### config.mk
export PLATFORM = sky130hd
export DESIGN_NAME = lp_rx_deser
export DESIGN_NICKNAME = d
export VERILOG_FILES = /design/src/rtl/lp_rx_deser.sv
export SDC_FILE = /design/constraint.sdc
export NUM_CORES = 1
export LEC_CHECK = 0
export BUFFER_PORTS_ARGS = -buffer_cell sky130_fd_sc_hd__buf_2
export CAP_MARGIN = 30
export CORE_ASPECT_RATIO = 1.1
export CORE_MARGIN = 2
export CORE_UTILIZATION = 45
export CTS_CLUSTER_SIZE = 28
export DETAILED_ROUTE_END_ITERATION = 8
export SLEW_MARGIN = 20
export SYNTH_ARGS = -nofsm -noshare
export SYNTH_HDL_FRONTEND = slang
export SYNTH_SLANG_ARGS = --single-unit
### constraint.sdc
create_clock -name clk -period 4.8 [get_ports clk]
set_clock_uncertainty 0.1 [all_clocks]
set_input_delay 0.72 -clock clk [delete_from_list [all_inputs] [get_ports clk]]
set_output_delay 0.72 -clock clk [all_outputs]
set_load 0.005 [all_outputs]
### src/rtl/lp_rx_deser.sv
// Receive deserializer behind the lightpipe DPLL: samples sdata on bitclock rises,
// frames on wc rises, packs MSB-first bytes and reports per-frame bit-count integrity.
module lp_rx_deser #(
    parameter int FRAMEBITS = 256,
    parameter int BYTEW     = 8
) (
    input  logic             clk,
    input  logic             reset,
    input  logic             wc,
    input  logic             bitclock,
    input  logic             locked,
    input  logic             sdata,
    output logic [BYTEW-1:0] out_data,
    output logic             out_sof,
    output logic             out_valid,
    input  logic             out_ready,
    output logic             frame_ok,
    output logic             frame_err,
    output logic             overrun
);
    localparam logic [8:0] FB = 9'(FRAMEBITS);

    typedef enum logic [1:0] {ST_UNLOCKED, ST_HUNT, ST_SHIFT} state_t;

    state_t           r_state, w_state_nxt;
    logic             r_wc_d, r_bc_d;
    logic [8:0]       r_bitcnt, w_bitcnt_nxt;
    logic [BYTEW-1:0] r_shreg, w_shreg_nxt;
    logic             r_extra, w_extra_nxt;
    logic             w_wc_rise, w_bit_stb;
    logic             w_byte_done, w_frame_ok, w_frame_err;
    logic [BYTEW-1:0] w_shift_in;

    assign w_wc_rise  = wc & ~r_wc_d;
    assign w_bit_stb  = bitclock & ~r_bc_d;
    assign w_shift_in = {r_shreg[BYTEW-2:0], sdata};

    always_comb begin
        w_state_nxt  = r_state;
        w_bitcnt_nxt = r_bitcnt;
        w_shreg_nxt  = r_shreg;
        w_extra_nxt  = r_extra;
        w_byte_done  = 1'b0;
        w_frame_ok   = 1'b0;
        w_frame_err  = 1'b0;
        if (!locked) begin
            w_state_nxt  = ST_UNLOCKED;
            w_bitcnt_nxt = '0;
            w_extra_nxt  = 1'b0;
        end else begin
            case (r_state)
                ST_UNLOCKED: w_state_nxt = ST_HUNT;
                ST_HUNT: begin
                    if (w_wc_rise) begin
                        w_state_nxt  = ST_SHIFT;
                        w_extra_nxt  = 1'b0;
                        w_bitcnt_nxt = w_bit_stb ? 9'd1 : 9'd0;
                        if (w_bit_stb) w_shreg_nxt = w_shift_in;
                    end
                end
                ST_SHIFT: begin
                    if (w_wc_rise) begin
                        // A strobe coincident with wc belongs to the new frame.
                        w_frame_ok   = (r_bitcnt == FB) && !r_extra;
                        w_frame_err  = !((r_bitcnt == FB) && !r_extra);
                        w_extra_nxt  = 1'b0;
                        w_bitcnt_nxt = w_bit_stb ? 9'd1 : 9'd0;
                        if (w_bit_stb) w_shreg_nxt = w_shift_in;
                    end else if (w_bit_stb) begin
                        if (r_bitcnt < FB) begin
                            w_shreg_nxt  = w_shift_in;
                            w_bitcnt_nxt = r_bitcnt + 9'd1;
                            w_byte_done  = (r_bitcnt[2:0] == 3'd7);
                        end else begin
                            w_extra_nxt = 1'b1;
                        end
                    end
                end
                default: w_state_nxt = ST_UNLOCKED;
            endcase
        end
    end

    always_ff @(posedge clk) begin
        if (reset) begin
            r_state   <= ST_UNLOCKED;
            r_wc_d    <= 1'b0;
            r_bc_d    <= 1'b0;
            r_bitcnt  <= '0;
            r_shreg   <= '0;
            r_extra   <= 1'b0;
            out_data  <= '0;
            out_sof   <= 1'b0;
            out_valid <= 1'b0;
            frame_ok  <= 1'b0;
            frame_err <= 1'b0;
            overrun   <= 1'b0;
        end else begin
            r_state   <= w_state_nxt;
            r_wc_d    <= wc;
            r_bc_d    <= bitclock;
            r_bitcnt  <= w_bitcnt_nxt;
            r_shreg   <= w_shreg_nxt;
            r_extra   <= w_extra_nxt;
            frame_ok  <= w_frame_ok;
            frame_err <= w_frame_err;
            // One-deep holding register: a load may replace a byte accepted this cycle.
            if (w_byte_done) begin
                if (!out_valid || out_ready) begin
                    out_data  <= w_shift_in;
                    out_sof   <= (r_bitcnt == 9'd7);
                    out_valid <= 1'b1;
                end else begin
                    overrun <= 1'b1;
                end
            end else if (out_valid && out_ready) begin
                out_valid <= 1'b0;
            end
        end
    end
endmodule

==> impl_metrics.py, run 1 <==
metrics = {
    "clock_tree": {
        "cts_root_buffer": "clkbuf_4",
        "cts.htree.levels": 2,
        "cts_sinks": 34,
        "clk_path_buf_depth": 2,
        "cts_setup_buffers": 0,
        "post_cts_resized": 0,
        "numCtsBuffers": 5,
        "ctsHoldBuffers": 0,
        "cts_tree": "done",
        "clock_latency_ps": 340,
        "clk_pin_slew_worst_paths_ps": 110,
    },
    "finish": {
        "final_area_mm2": 0.00179,
        "area_delta_synth_final_pct": 12.6,
        "fin_cells": 239,
        "fill_cells": 335,
        "nets": 200,
        "finalCoreUtilization_pct": 53.4,
        "n_antenna_cell": 0,
        "final_layout_size_suffix_gt1_share_pct": 16.8,
    },
    "setup_path": {
        "reg2reg_depth": 6,
        "critPathMaxStageDelay_ps": 480,
        "path_class": "input port to flip-flop",
        "cp.required_ps": 4970,
        "r2r_slack_ps": 2850,
        "critPathMaxFanout": 9,
        "crit_buf_inv": 1,
        "start_kind": "input port",
        "end_kind": "flip-flop",
        "cpMaxStageDelayCell": "nor3b_2",
        "cp_top_family": "simple AND/OR/NAND/NOR gates",
        "path_depth": 5,
        "r2r-end": "out_data[7]",
        "worstReg2RegStart": "r_bitcnt[1]",
        "cp_cell_sequence": "buf_2 > nand2b_1 > nor3b_2 > o221a_2 > mux2i_1",
        "arrival_ps": 2160,
    },
    "die": {
        "die-area_mm2": 0.00403,
        "io_pins": 20,
        "core.rowCount": 22,
        "coreArea_mm2": 0.00336,
        "initial_core_util_pct": 47.4,
        "die_w_um": 60.7,
        "die_h_um": 66.4,
    },
    "yosys": {
        "synthCells": 174,
        "synth_edf_count": 0,
        "ys_types": 43,
        "ys_ff_latch": 34,
        "synth.top_cells.by_count": "dfxtp_1, a21oi_1, nand2b_1",
        "yosysMostFrequentCell": "dfxtp_1",
        "yosys.area_share.simple_pct": 24.8,
        "synth.top_cells.by_area": "dfxtp_1, nand2b_1, a21oi_1",
        "synth-main-ff-cell": "dfxtp_1",
        "synth_xor_area_share_pct": 0,
        "syn_avg_cell_area_um2": 9.15,
        "synth_nets": 184,
        "synth_top_family_by_area": "simple AND/OR/NAND/NOR gates",
        "synth_compound_area_share_pct": 20.2,
        "synth_mux_area_share_pct": 4.40,
        "synth.yosys.seq_area_share_pct": 42.7,
        "syn-cell-area_mm2": 0.00159,
        "yosysWarnings": 0,
        "yosysTopAreaCell": "dfxtp_1",
        "synth_top_area_share_pct": 42.7,
        "synthArstFlopShare_pct": 0,
        "synth_fa_ha_area_share_pct": 2.36,
    },
    "timing": {
        "finalCritPeriodShare_pct": 41.5,
        "slew-limit-headroom_pct": 54.6,
        "tightest_slew_ps": 679,
        "grt_setup_unrepaired": "false",
        "setup_viol": 0,
        "fin_hold_ws_ps": 380,
        "slew_viol_final": 0,
        "fin_crit_ps": 1990,
        "worst_slack_ps": 2810,
        "hold_viol_final": 0,
        "max_freq_mhz": 502,
        "finalSetupTns_ps": 0,
    },
    "hold_path": {
        "hp-start": "out_data[2]",
        "worstHoldPathCells": 2,
        "holdPathEnd": "out_data[2]",
        "hold_class": "flip-flop to flip-flop",
    },
    "run_status": {
        "outcome": "completed",
    },
    "placement": {
        "place_ws_ps": 2470,
        "dpl_cell_area_mm2": 0.00169,
        "post-dp-hpwl_mm": 2.67,
        "port_buffers": 19,
        "dp_cells": 231,
        "globalplace.congestion": 0.845,
    },
    "grt": {
        "grt_pass1_wl_mm": 6.09,
        "grt_pass1_vias": 1334,
        "grtUsageTotal_pct": 20.5,
        "antenna_found_initial": 0,
        "grt_max_degree": 24,
        "overflow": 0,
    },
    "routing": {
        "vias": 1372,
        "ant_nets": 0,
        "drt_wl_total_mm": 3.60,
        "drt-pass1-iter-count": 4,
        "drt_iter0_drc": 85,
        "viasPerCell": 5.74,
        "drcViolationCount": 0,
        "post_drt_wl_per_cell_um": 15.1,
    },
    "power": {
        "leakage_nw": 0.647,
        "ir_worst_vdd_v": 0.000147,
        "power.total_mw": 0.574,
        "cellPowerDensity_mw_per_mm2": 320,
    },
    "run": {
        "cap_violations": 0,
    },
}
[worst register-to-register path: cells and delay by family, from the launching register on]
kind / cells / cell delay, ps
simple gates: 2 / 530
fa+ha+maj: 2 / 440
compound gates: 2 / 380
flops: 1 / 390
[flip-flops by register name (all words and copies together), names as in the netlist]
name / cells
r_shreg: 7
out_valid: 1
out_sof: 1
r_extra: 1
frame_err: 1
r_wc_d: 1
out_data: 8
overrun: 1
frame_ok: 1
r_bitcnt: 9
r_state: 2
r_bc_d: 1
[area by class of cell]
cell class	count	area [µm²]	share of cell area, %
clock buffers	5	37.5	2.09
multi-input cells	123	825	46.0
repair buffers	19	95.1	5.30
flip-flops and latches	34	681	38.0
inverters	7	26.3	1.47
well taps	48	60.1	3.35
clock inverters	3	68.8	3.84
[metal layers]
layer / wire length [µm] / up-vias / track usage [%]
met5: 0 / - / 0
met4: 59 / 0 / 7.61
met3: 156 / 5 / 5.28
met2: 1910 / 34 / 35.2
met1: 1480 / 655 / 23.8
li1: - / 678 / -
[worst max path at each step]
stage | start | to | slack (ps)
finish | wc | r_shreg[5] | 2810
global route | r_bitcnt[1] | out_data[4] | 2620
CTS | r_bitcnt[1] | out_data[7] | 2810
detailed placement | wc | r_bitcnt[6] | 2470
global placement | wc | r_shreg[5] | 2510
floorplan | wc | r_shreg[0] | 2850
[cells by family (layout without fill, tap and decap cells)]
kind of cell             Yosys count  in the layout
adder cells (fa/ha/maj)            3              3
AO/OA/AOI/OAI                     49             49
buffers and inverters             17             34
flip-flops                        34             34
multiplexers                       7              7
AND/OR/NAND/NOR                   64             64
[report_power, final]
part	switching (mW)	internal [mW]	leakage [nW]
registers	0.00120	0.284	0.275
clock network	0.103	0.163	0.0554
logic	0.0158	0.00796	0.317
[cells in the final DEF, fill, tap and decap left out, drive strengths merged, types with 7 or more instances in the layout]
| cell type | netlist | final |
|---|---|---|
| o21ai | 11 | 11 |
| nand3 | 11 | 11 |
| a21oi | 16 | 16 |
| nor2 | 8 | 8 |
| inv | 7 | 7 |
| nand2b | 14 | 14 |
| mux2i | 7 | 7 |
| dfxtp | 34 | 34 |
| buf | 6 | 19 |
(Power assumes the default switching activity.)
==> inputs of run 2 (changes only) <==
PLACE_DENSITY = 0.67   (was default)
clock period = 1.7 ns   (was 4.8 ns; I/O delays follow)
==> run 2 against run 1 <==
Compared with the run above: clock-buffer cell count rose by 1; register-to-register slack lost 2800 ps; critical path depth grew 2; critical path type is now flip-flop to flip-flop; critical endpoint is now out_data[0].
==> impl_metrics.py, run 2 (synthesis results as in run 1) <==
metrics = {
    "power": {
        "power.total_mw": 1.36,
        "cellPowerDensity_mw_per_mm2": 725,
        "ir_worst_vdd_v": 0.000342,
        "leakage_nw": 0.714,
    },
    "grt": {
        "grt_pass1_wl_mm": 5.82,
        "met3_usage_pct": 6.85,
        "grt_pass1_vias": 1367,
        "use_met2_pct": 33.2,
        "antenna_found_initial": 0,
        "grt_max_degree": 20,
        "grtUsageTotal_pct": 19.5,
        "overflow": 0,
        "grtUsageMet1_pct": 20.9,
        "top_usage_layer": "met2",
    },
    "finish": {
        "finalCoreUtilization_pct": 55.8,
        "register_area_um2": 682,
        "multi_input_area_um2": 838,
        "nets": 214,
        "final_layout_size_suffix_gt1_share_pct": 23.9,
        "n_antenna_cell": 0,
        "largest_register_ffs": 9,
        "fill_cells": 328,
        "area_delta_synth_final_pct": 17.7,
        "regMostFlops": "r_bitcnt",
        "most-common-layout-cells": "dfxtp_1, buf_2, a21oi_1",
        "final_common_cell": "dfxtp_1",
        "largest_registers": "r_bitcnt x9, out_data x8, r_shreg x7",
        "final_area_mm2": 0.00187,
    },
    "die": {
        "initial_core_util_pct": 47.4,
        "io_pins": 20,
        "coreArea_mm2": 0.00336,
        "die-area_mm2": 0.00403,
        "die_h_um": 66.4,
        "core.rowCount": 22,
        "die_w_um": 60.7,
    },
    "routing": {
        "post_drt_wl_per_cell_um": 13.9,
        "ant_nets": 0,
        "viasPerCell": 5.57,
        "drt-pass1-iter-count": 4,
        "drcViolationCount": 0,
        "drt_wl_total_mm": 3.53,
        "vias": 1410,
        "drt_iter0_drc": 77,
    },
    "clock_tree": {
        "clock_latency_ps": 340,
        "numCtsBuffers": 5,
        "clk_pin_slew_worst_paths_ps": 110,
        "ctsHoldBuffers": 0,
        "cts_setup_buffers": 0,
        "cts_sinks": 34,
        "cts_root_buffer": "clkbuf_4",
        "clk_path_buf_depth": 2,
        "cts.htree.levels": 2,
        "cts_tree": "done",
    },
    "setup_path": {
        "arrival_ps": 1790,
        "crit_top_cell": "ha_1",
        "cp_top_family": "flip-flops",
        "start_kind": "flip-flop",
        "critPathMaxStageDelay_ps": 360,
        "crit_buf_inv": 1,
        "cp.required_ps": 1830,
        "cp_cell_sequence": "ha_1 > ha_1 > and4b_1 > nand4_1 > buf_4 > o21ai_1 > a21oi_1",
        "cpMaxStageDelayCell": "dfxtp_2",
        "path_class": "flip-flop to flip-flop",
        "end_kind": "flip-flop",
        "critPathMaxFanout": 10,
    },
    "placement": {
        "post-dp-hpwl_mm": 2.71,
        "dpl_cell_area_mm2": 0.00179,
        "globalplace.congestion": 0.931,
        "port_buffers": 19,
    },
    "timing": {
        "max_freq_mhz": 603,
        "grt_setup_unrepaired": "true",
        "hold_viol_final": 0,
        "fin_crit_ps": 1660,
        "slew-limit-headroom_pct": 71.1,
        "tightest_slew_ps": 433,
        "slew_viol_final": 0,
        "finalCritPeriodShare_pct": 97.6,
        "setup_viol": 0,
    },
    "hold_path": {
        "hold_class": "input port to flip-flop",
    },
    "run_status": {
        "outcome": "completed",
    },
    "run": {
        "cap_violations": 0,
    },
}
-- run 2: cell types whose count changed in the layout (fill, tap and decap cells not counted), moves of 2 or more --
cell,change
o21ai_1,+8
buf_4,+13
bufinv_16,-2
o21ai_0,-8
-- run 2: cell type report --
class	count	area share, %
Clock buffer	6	2.74
Clock inverter	2	0.668
Inverter	7	1.40
Multi-Input combinational cell	123	44.7
Sequential cell	34	36.4
Tap cell	48	3.20
Timing Repair Buffer	33	10.9
-- run 2: per-stage QoR --
step | setup slack (ps) | hold WS, ps | std cells | setup TNS (ps)
global route | -20.7 | 67.8 | 253 | -46.9
CTS | 4.79 | 54.7 | 253 | 0
floorplan | 144 | 283 | 174 | 0
detailed placement | -33.0 | 364 | 245 | -193
global placement | -16.1 | 355 | 245 | -37.1
finish | 41.0 | 76.4 | 253 | 0
-- run 2: routing by layer --
layer	part of all wire [%]	up-vias	wire, µm
met1	43	650	1520
met2	49	47	1740
met3	5.4	11	189
met5	0	-	0
met4	2.2	0	76
li1	-	702	-
-- run 2: timing repair --
action / CTS / global route
endpoints found under the setup margin: 11 / 22
resized for setup: 3 / 10
pin swaps: 0 / 0
cloned: 0 / 0
-- run 2: where the power goes --
| group | internal (mW) | switching, mW |
|---|---|---|
| clock | 0.199 | 0.275 |
| sequential | 0.801 | 0.00353 |
| combinational | 0.0316 | 0.0477 |
| total | 1.03 | 0.327 |
-- run 2: path summary, 6_finish.rpt --
check / start / endpoint / slack [ps] / depth (start not counted)
worst max-delay path: r_bitcnt[0] / out_data[0] / 40 / 7
worst min-delay path: wc / r_wc_d / 80 / 2
worst max register to register: r_bitcnt[0] / out_data[0] / 40 / 7
worst min register to register: r_extra / r_extra / 380 / 2
==> inputs of run 3 (changes only) <==
CTS_CLUSTER_DIAMETER = 30   (was default)
MAX_ROUTING_LAYER = met4   (was default)
PLACE_DENSITY = default   (was 0.67)
clock period = 1.9 ns   (was 1.7 ns; I/O delays follow)
==> run 3 against run 2 <==
Compared with the run above: core utilization down 1.3 points; critical path depth stayed put; critical path type unchanged; hold slack improved by 1.7 ps; sequential power fell by 11%; sequential share of layout area grew 0.83 points; die area stayed put; via count rose by 0.57%; total power decreased by 11%; design area down 2.4%; sequential cell count unchanged.
==> impl_metrics.py, run 3 (synthesis results as in run 1) <==
metrics = {
    "routing": {
        "drt_iter0_drc": 72,
        "drt-pass1-iter-count": 4,
        "viasPerCell": 5.67,
        "ant_nets": 0,
        "drt_wl_total_mm": 3.83,
        "post_drt_wl_per_cell_um": 15.3,
        "drcViolationCount": 0,
        "vias": 1418,
    },
    "die": {
        "initial_core_util_pct": 47.4,
        "coreArea_mm2": 0.00336,
        "core.rowCount": 22,
        "die-area_mm2": 0.00403,
        "die_w_um": 60.7,
        "io_pins": 20,
        "die_h_um": 66.4,
    },
    "run_status": {
        "outcome": "completed",
    },
    "power": {
        "leakage_nw": 0.680,
        "pwr-share-seq_pct": 59.3,
        "clockPowerShare_pct": 34.8,
        "p_int_mw": 0.924,
        "power_switching_mw": 0.289,
        "switching_share_pct": 23.8,
        "comb_power_share_pct": 5.8,
        "power.total_mw": 1.21,
        "ir_worst_vdd_v": 0.000293,
        "cellPowerDensity_mw_per_mm2": 663,
    },
    "placement": {
        "port_buffers": 19,
        "globalplace.congestion": 0.903,
        "post-dp-hpwl_mm": 2.85,
    },
    "clock_tree": {
        "numCtsBuffers": 5,
        "cts_sinks": 34,
        "post_cts_resized": 0,
        "clock_latency_ps": 350,
        "cts_root_buffer": "clkbuf_4",
        "cts.htree.levels": 2,
        "clk_path_buf_depth": 2,
        "ctsHoldBuffers": 0,
        "cts_tree": "done",
        "cts_setup_buffers": 1,
        "clk_pin_slew_worst_paths_ps": 110,
    },
    "finish": {
        "most-common-layout-cells": "dfxtp_1, buf_2, a21oi_1",
        "final_layout_size_suffix_gt1_share_pct": 20.8,
        "area_delta_synth_final_pct": 14.8,
        "final_common_cell": "dfxtp_1",
        "largest_register_ffs": 9,
        "finalCoreUtilization_pct": 54.5,
        "largest_registers": "r_bitcnt x9, out_data x8, r_shreg x7",
        "fill_cells": 328,
        "n_antenna_cell": 0,
        "regMostFlops": "r_bitcnt",
        "nets": 211,
    },
    "timing": {
        "finalSetupTns_ps": 0,
        "slew_viol_final": 0,
        "fin_crit_ps": 1710,
        "tightest_slew_ps": 601,
        "fin_hold_ws_ps": 78.1,
        "hold_viol_final": 0,
        "setup_viol": 0,
        "finalCritPeriodShare_pct": 90.0,
        "slew-limit-headroom_pct": 59.9,
        "max_freq_mhz": 585,
        "grt_setup_unrepaired": "false",
    },
    "grt": {
        "grt_pass1_vias": 1400,
        "overflow": 0,
        "grt_pass1_wl_mm": 6.24,
        "antenna_found_initial": 0,
        "grtUsageTotal_pct": 22.1,
        "grt_max_degree": 23,
    },
    "setup_path": {
        "start_kind": "flip-flop",
        "end_kind": "flip-flop",
        "path_class": "flip-flop to flip-flop",
        "arrival_ps": 1840,
        "critPathMaxFanout": 10,
        "cp.required_ps": 2030,
    },
    "run": {
        "cap_violations": 0,
    },
    "hold_path": {
        "hold_class": "input port to flip-flop",
    },
}
run 3: cell count changes in the layout (fill, tap and decap cells not counted), sizes merged:
cell	before	now
clkbuf	6	7
clkinvlp	1	0
buf	33	30
run 3: final cells by class:
class                           count  area, µm²  area share (%)
Inverter                            7       26.3            1.44
Clock inverter                      1       5.00           0.274
Clock buffer                        7       55.1            3.01
Sequential cell                    34        681            37.2
Tap cell                           48       60.1            3.28
Timing Repair Buffer               30        178            9.71
Multi-Input combinational cell    123        825            45.1
run 3: critical path: stages, from the launching register on:
cell	delay [ps]
dfxtp_1	380
ha_1	220
ha_1	200
and4b_1	200
nand4_1	90
buf_4	180
o21ai_0	160
a21oi_1	80
run 3: final timing paths:
check | startpoint | end | slack, ps | depth (start not counted)
worst max-delay path | r_bitcnt[1] | out_data[4] | 190 | 7
worst max register to register | r_bitcnt[1] | out_data[4] | 190 | 7
worst min-delay path | wc | r_wc_d | 80 | 2
worst min register to register | out_data[2] | out_data[2] | 380 | 2
run 3: per-stage QoR:
| step | worst slack [ps] | std cells | instance area, µm² |
|---|---|---|---|
| 2_1_floorplan | 344 | 174 | 1590 |
| 3_3_place_gp | 73.3 | 241 | 1760 |
| 3_5_place_dp | 6.59 | 241 | 1760 |
| 4_1_cts | 189 | 250 | 1830 |
| 5_1_grt | 91.8 | 250 | 1830 |
| 6_report | 191 | 250 | 1830 |
run 3: metal layers:
metal,global-route usage [%],up-vias,share of wire [%]
met2,37.1,38,51
met3,4.11,7,3.5
li1,-,702,-
met1,24.4,671,44
met4,11.1,0,1.6
met5,-,-,0
run 3: power groups by stage:
| stage | clock (mW) | combinational [mW] | sequential [mW] |
|---|---|---|---|
| after floorplan | 0 | 0.0462 | 0.735 |
| after global placement | 0 | 0.0690 | 0.736 |
| after detailed placement | 0 | 0.0705 | 0.736 |
| after CTS | 0.435 | 0.0708 | 0.720 |
| after global routing | 0.469 | 0.0768 | 0.721 |
| final | 0.423 | 0.0709 | 0.720 |
